==> config.mk <==
export PLATFORM = sky130hd
export DESIGN_NAME = fifo_rptr_empty
export DESIGN_NICKNAME = d
export VERILOG_FILES = /design/src/rtl/fifo_rptr_empty.sv
export SDC_FILE = /design/constraint.sdc
export NUM_CORES = 1
export LEC_CHECK = 0
export CAP_MARGIN = 15
export CORE_MARGIN = 2
export CORE_UTILIZATION = 53
export CTS_CLUSTER_DIAMETER = 80
export DETAILED_ROUTE_END_ITERATION = 16
export PLACE_DENSITY = 0.85
export SLEW_MARGIN = 10
export SYNTH_ARGS = -nofsm -noshare
export SYNTH_HDL_FRONTEND = slang
export SYNTH_SLANG_ARGS = --single-unit
==> constraint.sdc <==
create_clock -name rclk -period 10.7 [get_ports rclk]
set_input_delay 2.14 -clock rclk [delete_from_list [all_inputs] [get_ports rclk]]
set_output_delay 2.14 -clock rclk [all_outputs]
set_load 0.05 [all_outputs]
==> src/rtl/fifo_rptr_empty.sv <==
`default_nettype none
// ============================================================================
//  Module      : fifo_rptr_empty
//  Description : Read-side pointer and flag logic for an asynchronous FIFO.
//                Keeps the binary read pointer and the Gray read pointer that
//                goes to the write-domain synchronizer. Also produces the
//                empty, almost-empty, occupancy and sticky underflow flags,
//                all registered in the read clock domain.
//
//  Parameters  : WIDTH          address bits; depth is 2**WIDTH and
//                               pointers are WIDTH+1 bits wide
//                AEMPTY_THRESH  almost-empty occupancy threshold
//                               (0 .. 2**WIDTH-1)
//
//  Ports       : rclk        in   read-domain clock (rising edge)
//                rrst        in   synchronous active-high reset
//                rinc        in   read request from the consumer
//                rq2_wptr    in   Gray write pointer, already synchronized
//                                 into rclk
//                raddr       out  binary read address to the FIFO memory
//                rptr        out  registered Gray read pointer
//                rempty      out  registered empty flag
//                raempty     out  registered almost-empty flag
//                rcount      out  registered occupancy seen from read side
//                runderflow  out  sticky flag: read requested while empty
//
//  Revision    : 1.0  initial release
// ============================================================================
module fifo_rptr_empty #(
    parameter int WIDTH         = 8,
    parameter int AEMPTY_THRESH = 4
) (
    input  logic             rclk,
    input  logic             rrst,
    input  logic             rinc,
    input  logic [WIDTH:0]   rq2_wptr,
    output logic [WIDTH-1:0] raddr,
    output logic [WIDTH:0]   rptr,
    output logic             rempty,
    output logic             raempty,
    output logic [WIDTH:0]   rcount,
    output logic             runderflow
);

    localparam logic [WIDTH:0] c_aempty_thresh = AEMPTY_THRESH[WIDTH:0];
    localparam logic [WIDTH:0] c_one           = {{WIDTH{1'b0}}, 1'b1};

    logic [WIDTH:0] r_rbin;
    logic           w_rd_accept;
    logic [WIDTH:0] w_rbin_next;
    logic [WIDTH:0] w_rgray_next;
    logic [WIDTH:0] w_wbin;
    logic [WIDTH:0] w_count_next;

    // A read is taken only when the FIFO is not already flagged empty; a
    // request while empty leaves the pointer alone and raises underflow.
    assign w_rd_accept  = rinc & ~rempty;
    // Addition wraps naturally at 2**(WIDTH+1), so the pointer rolls over
    // without any special case.
    assign w_rbin_next  = w_rd_accept ? (r_rbin + c_one) : r_rbin;
    assign w_rgray_next = w_rbin_next ^ (w_rbin_next >> 1);

    // Gray-to-binary: each binary bit is the XOR of all Gray bits at or
    // above its position. Written as a reduction per bit so there is no
    // ripple through the vector itself.
    for (genvar gi = 0; gi <= WIDTH; gi++) begin : g_wgray2bin
        assign w_wbin[gi] = ^(rq2_wptr >> gi);
    end

    // Uses the freshly synchronized write pointer and the post-read pointer
    // together, so a read and a write in the same cycle cancel out.
    assign w_count_next = w_wbin - w_rbin_next;

    always_ff @(posedge rclk) begin
        if (rrst) begin
            r_rbin     <= '0;
            rptr       <= '0;
            rempty     <= 1'b1;
            raempty    <= 1'b1;
            rcount     <= '0;
            runderflow <= 1'b0;
        end else begin
            r_rbin     <= w_rbin_next;
            rptr       <= w_rgray_next;
            // Gray codes are equal exactly when the binary values are, so
            // this agrees with rcount reaching zero.
            rempty     <= (w_rgray_next == rq2_wptr);
            raempty    <= (w_count_next <= c_aempty_thresh);
            rcount     <= w_count_next;
            runderflow <= runderflow | (rinc & rempty);
        end
    end

    assign raddr = r_rbin[WIDTH-1:0];

endmodule
`default_nettype wire

* Word level (Yosys, flattened, before mapping)
Cells that the tools add are included. Widths: inputs -> output; s select.
Cells by class: $add $sub $neg 2, magnitude comparators 1, equal/unequal tests 1, mux-type cells 1, bitwise operators 5, reduce and logical (&&, ||, !) cells 9
Operators with widths (number):
- $reduce_xor 9->1 | 9
- $add 9x1->9 const B | 1
- $eq 9x9->1 | 1
- $le 9x3->1 const B | 1
- $mux 9 | 1
- $sub 9x9->9 | 1
- $xor 9x8->9 | 1
- $and 1x1->1 | 2
- $not 1->1 | 1
- $or 1x1->1 | 1
Word-level totals: flip-flop bits (word level) 30, input port bits 12, output and inout bits 29

* Longest topological paths before layout
word-level depth 5, mapped depth 15, gate-level depth less buffers 15

* Worst setup path after synthesis
No wires, ideal clock.
path kind in2reg, from input port rq2_wptr[8], to register raempty, setup time 0.096 ns, arrival 5.587 ns, path slack 5.017 ns, stages on the path 15, path buffers 0, path through xnor2_2 -> xnor3_2 -> xnor2_4 -> xor2_1 -> xor2_1 -> xnor2_1 -> ha_1 -> inv_1 -> fa_1 -> a21o_1 -> maj3_4 -> a31oi_4 -> o211ai_1 -> o211a_1 -> o41ai_2
On the way: word-level cells in the longest chain between the ends 3, elaborated cells between the ends (all ways) 11, classes of those cells add/sub (1); order compare (1); reduce/logical (9)
RTL lines:
- start: declaration | line 36 | input logic [WIDTH:0] rq2_wptr,
- $reduce_xor 9->1 | line 67 | assign w_wbin[gi] = ^(rq2_wptr >> gi);
- $sub 9x9->9 (*) | line 72 | assign w_count_next = w_wbin - w_rbin_next;
- $le 9x3->1 (*) | line 88 | raempty <= (w_count_next <= c_aempty_thresh);
- end signal: assignment | line 88
- end: declaration | line 40 | output logic raempty,
Mark *: on every way between the ends. The rest lies on a longest branch, timed or not. A chain may end at the register's enable or synchronous reset.

* Worst setup path in the final report
Ends and elaborated chain as after synthesis.

==> summary.md <==
| Metric | Value |
|---|---|
| Outcome | `finished, final reports clean` |
| Io pins | `41` |
| Num Clock Sinks | `29` |
| Top cells by count, synth | `nor2_1, dfxtp_1, xnor2_1, xor2_1, nand2_1` |
| ANT cells | `0` |
| Clk root buf | `clkbuf_4` |
| XOR/XNOR Fraction of Synth Area | `24.6%` |
| Mapped Cells | `179` |
| Pin count of the biggest net entering global routing | `29` |
| Final Net Count | `242` |
| Tot Pwr | `0.347 mW` |
| Avg Cell Area, Syn | `9.30 µm²` |
| Die width | `60.1 µm` |
| Die Y | `60.1 µm` |
| Async set-or-reset flop fraction in the synthesized netlist | `0%` |
| CP arrival | `6.38 ns` |
| Synth area leader | `dfxtp_1` |
| Hold_buf cts | `0` |
| Synth warn | `0` |
| Post-synth top area share | `34.9%` |
| CTS-repair resized insts | `0` |
| Number of synthesized flops with an enable pin | `0` |
| Worst hold path type | `reg -> reg` |
| Layout area overhead | `29.6%` |
| Initial Utilization | `55.0%` |
| Post-CTS setup buffers | `0` |
| Core Region | `3030 µm²` |
| Htree depth | `2` |
| First-pass GRT wire length | `5140 µm` |
| Port Buffer Count | `40` |
| Drt via density | `5.05` |
| Largest family of logic cells by synthesized area | `XOR/XNOR gates` |
| Max FO, Critical Path | `4` |
| Period minus WS final | `6.16 ns` |
| Flop2flop setup slack | `7.46 ns` |
| Die area | `3610 µm²` |
| Total gr overflow | `0` |
| Tightest Pin Transition | `0.998 ns` |
| First drt pass iteration count | `4` |
| Vias in the first global route | `1223` |
| Yosys reg bits | `29` |
| Hpwl dp | `2560 µm` |
| CTS max path bufs | `2` |
| Seq/Total Area, Yosys | `34.9%` |
| Initial antenna violation count | `0` |
| Synth area leaders | `dfxtp_1, xnor2_1, xor2_1` |
| WHS | `0.479 ns` |
| Fmax | `0.162 GHz` |
| Rel. slew slack | `33.2%` |
| Routability cong. | `0.764` |
| Fin crit share | `57.5%` |
| Post-route ant nets | `0` |
| PwrDens | `161 nW/µm²` |
| Routed wire per std cell | `11.9 µm` |
| Data required time of the worst path | `10.93 ns` |
| First-iteration detailed-routing DRC count | `37` |
| Post-synthesis adder-cell area fraction | `7.81%` |
| Post-synth top flop | `dfxtp_1` |
| Vias | `1354` |
| Synthesized net count | `198` |
| Post-synth cell types | `42` |
| Total GRT Usage | `19.3%` |
| Final setup vio count | `0` |
| CTS clk-pin slew, worst paths | `0.08 ns` |
| MaxCap Viol Count | `0` |
| Aggregate negative setup slack | `0 ns` |
| Post-synthesis mux area share | `1.80%` |
| Critical Path Source Type | `input pin` |
| Post-synthesis compound-gate area fraction | `11.6%` |
| Max VDD drop | `0.0663 mV` |
| Num CTS Buffers | `5` |
| Most frequent cell after synthesis | `nor2_1` |
| Max Slew Vio Count | `0` |
| WL final | `3190 µm` |
| Simple-gate portion of the synthesized area | `17.1%` |
| Crit end category | `flop` |
| Hold Fails Final Rpt | `0` |
| Worst skew pair latency | `0.32 ns` |
| Synthesized area | `1670 µm²` |
| FP Rows | `20` |
| RSZ-0062 raised after global routing | `no` |
| Layout cell share with drive strength beyond 1 | `5.80%` |
| Final clock skew | `0.00423 ns` |
| TritonCTS clock tree | `done` |
| Crit path kind | `in -> reg` |
| Remaining DRCs | `0` |
| Leak pwr | `0.858 nW` |
power breakdown:
part	leakage, nW	switching, mW	internal (mW)
Combinational	0.594	0.0974	0.0656
Clock	0.0265	0.0337	0.0261
Sequential	0.238	0.00408	0.120
Total	0.858	0.135	0.211
cell usage in the layout, fill, tap and decap left out, types with 2 or more instances in the layout:
cell type        count
nor3_1               3
and4_1               2
clkdlybuf4s50_1     40
xor2_1              17
ha_1                 6
nand2_1              8
nand4_1              2
o22ai_1              2
xnor2_1             22
nand2b_1             3
a21o_1               4
nand3_1              2
clkbuf_1             3
and2_1               4
mux2i_1              3
inv_1                7
nor2_1              33
a21oi_1              6
dfxtp_1             29
clkbuf_4             5
metal layers:
metal | track usage, % | wire length [µm] | share of wire, %
met1 | 23.2 | 1460 | 46
met2 | 32.3 | 1550 | 49
met3 | 4.55 | 120 | 3.8
met4 | 9.21 | 63 | 2.0
met5 | 0 | 0 | 0
worst paths after layout:
path	depth (start not counted)	to	startpoint
max	16	raempty$_SDFF_PP1_	rq2_wptr[8]
min	2	runderflow$_SDFF_PP0_	runderflow$_SDFF_PP0_
max reg2reg	10	raempty$_SDFF_PP1_	r_rbin[0]$_SDFF_PP0_
min reg2reg	2	runderflow$_SDFF_PP0_	runderflow$_SDFF_PP0_
worst max-delay path, cell delays in order:
cell	delay, ns
clkdlybuf4s50_1	0.49
xnor2_2	0.31
xnor3_2	0.46
xnor2_4	0.23
xor2_1	0.26
xor2_1	0.36
xnor2_1	0.17
ha_1	0.16
inv_1	0.05
fa_1	0.41
a21o_1	0.20
maj3_4	0.36
a31oi_4	0.22
xnor2_1	0.14
nor2_1	0.08
o41ai_2	0.35
final cells by class:
type | instances | area (µm²)
tap | 44 | 55.1
clock buffer | 8 | 48.8
multi-input combinational | 140 | 1050
fill | 236 | 870
sequential | 29 | 581
inverter | 7 | 26.3
timing repair buffer | 40 | 400
logic make-up (layout without fill, tap and decap cells):
| logic type | count (synthesis) | count (layout) |
|---|---|---|
| adders and majority gates | 10 | 10 |
| and+or+nand+nor | 61 | 61 |
| buffers and inverters | 10 | 55 |
| DFF | 29 | 29 |
| xor gates and xnor gates | 42 | 42 |
| AOI/OAI and AO/OA | 24 | 24 |
| muxes | 3 | 3 |
registers in the layout, summed over array words and instances (netlist names):
name	flops
r_rbin	9
rcount	9
rptr	8
raempty	1
rempty	1
runderflow	1
per-stage QoR:
step	util [%]	area [µm²]	std cells	worst slack [ns]
after floorplan	-	1670	179	5.02
after global placement	69.7	2110	260	4.36
after detailed placement	69.7	2110	260	4.18
after CTS	71.3	2160	268	4.52
after global routing	71.3	2160	268	4.26
final	71.3	2160	268	4.54
(Power assumes the default switching activity.)
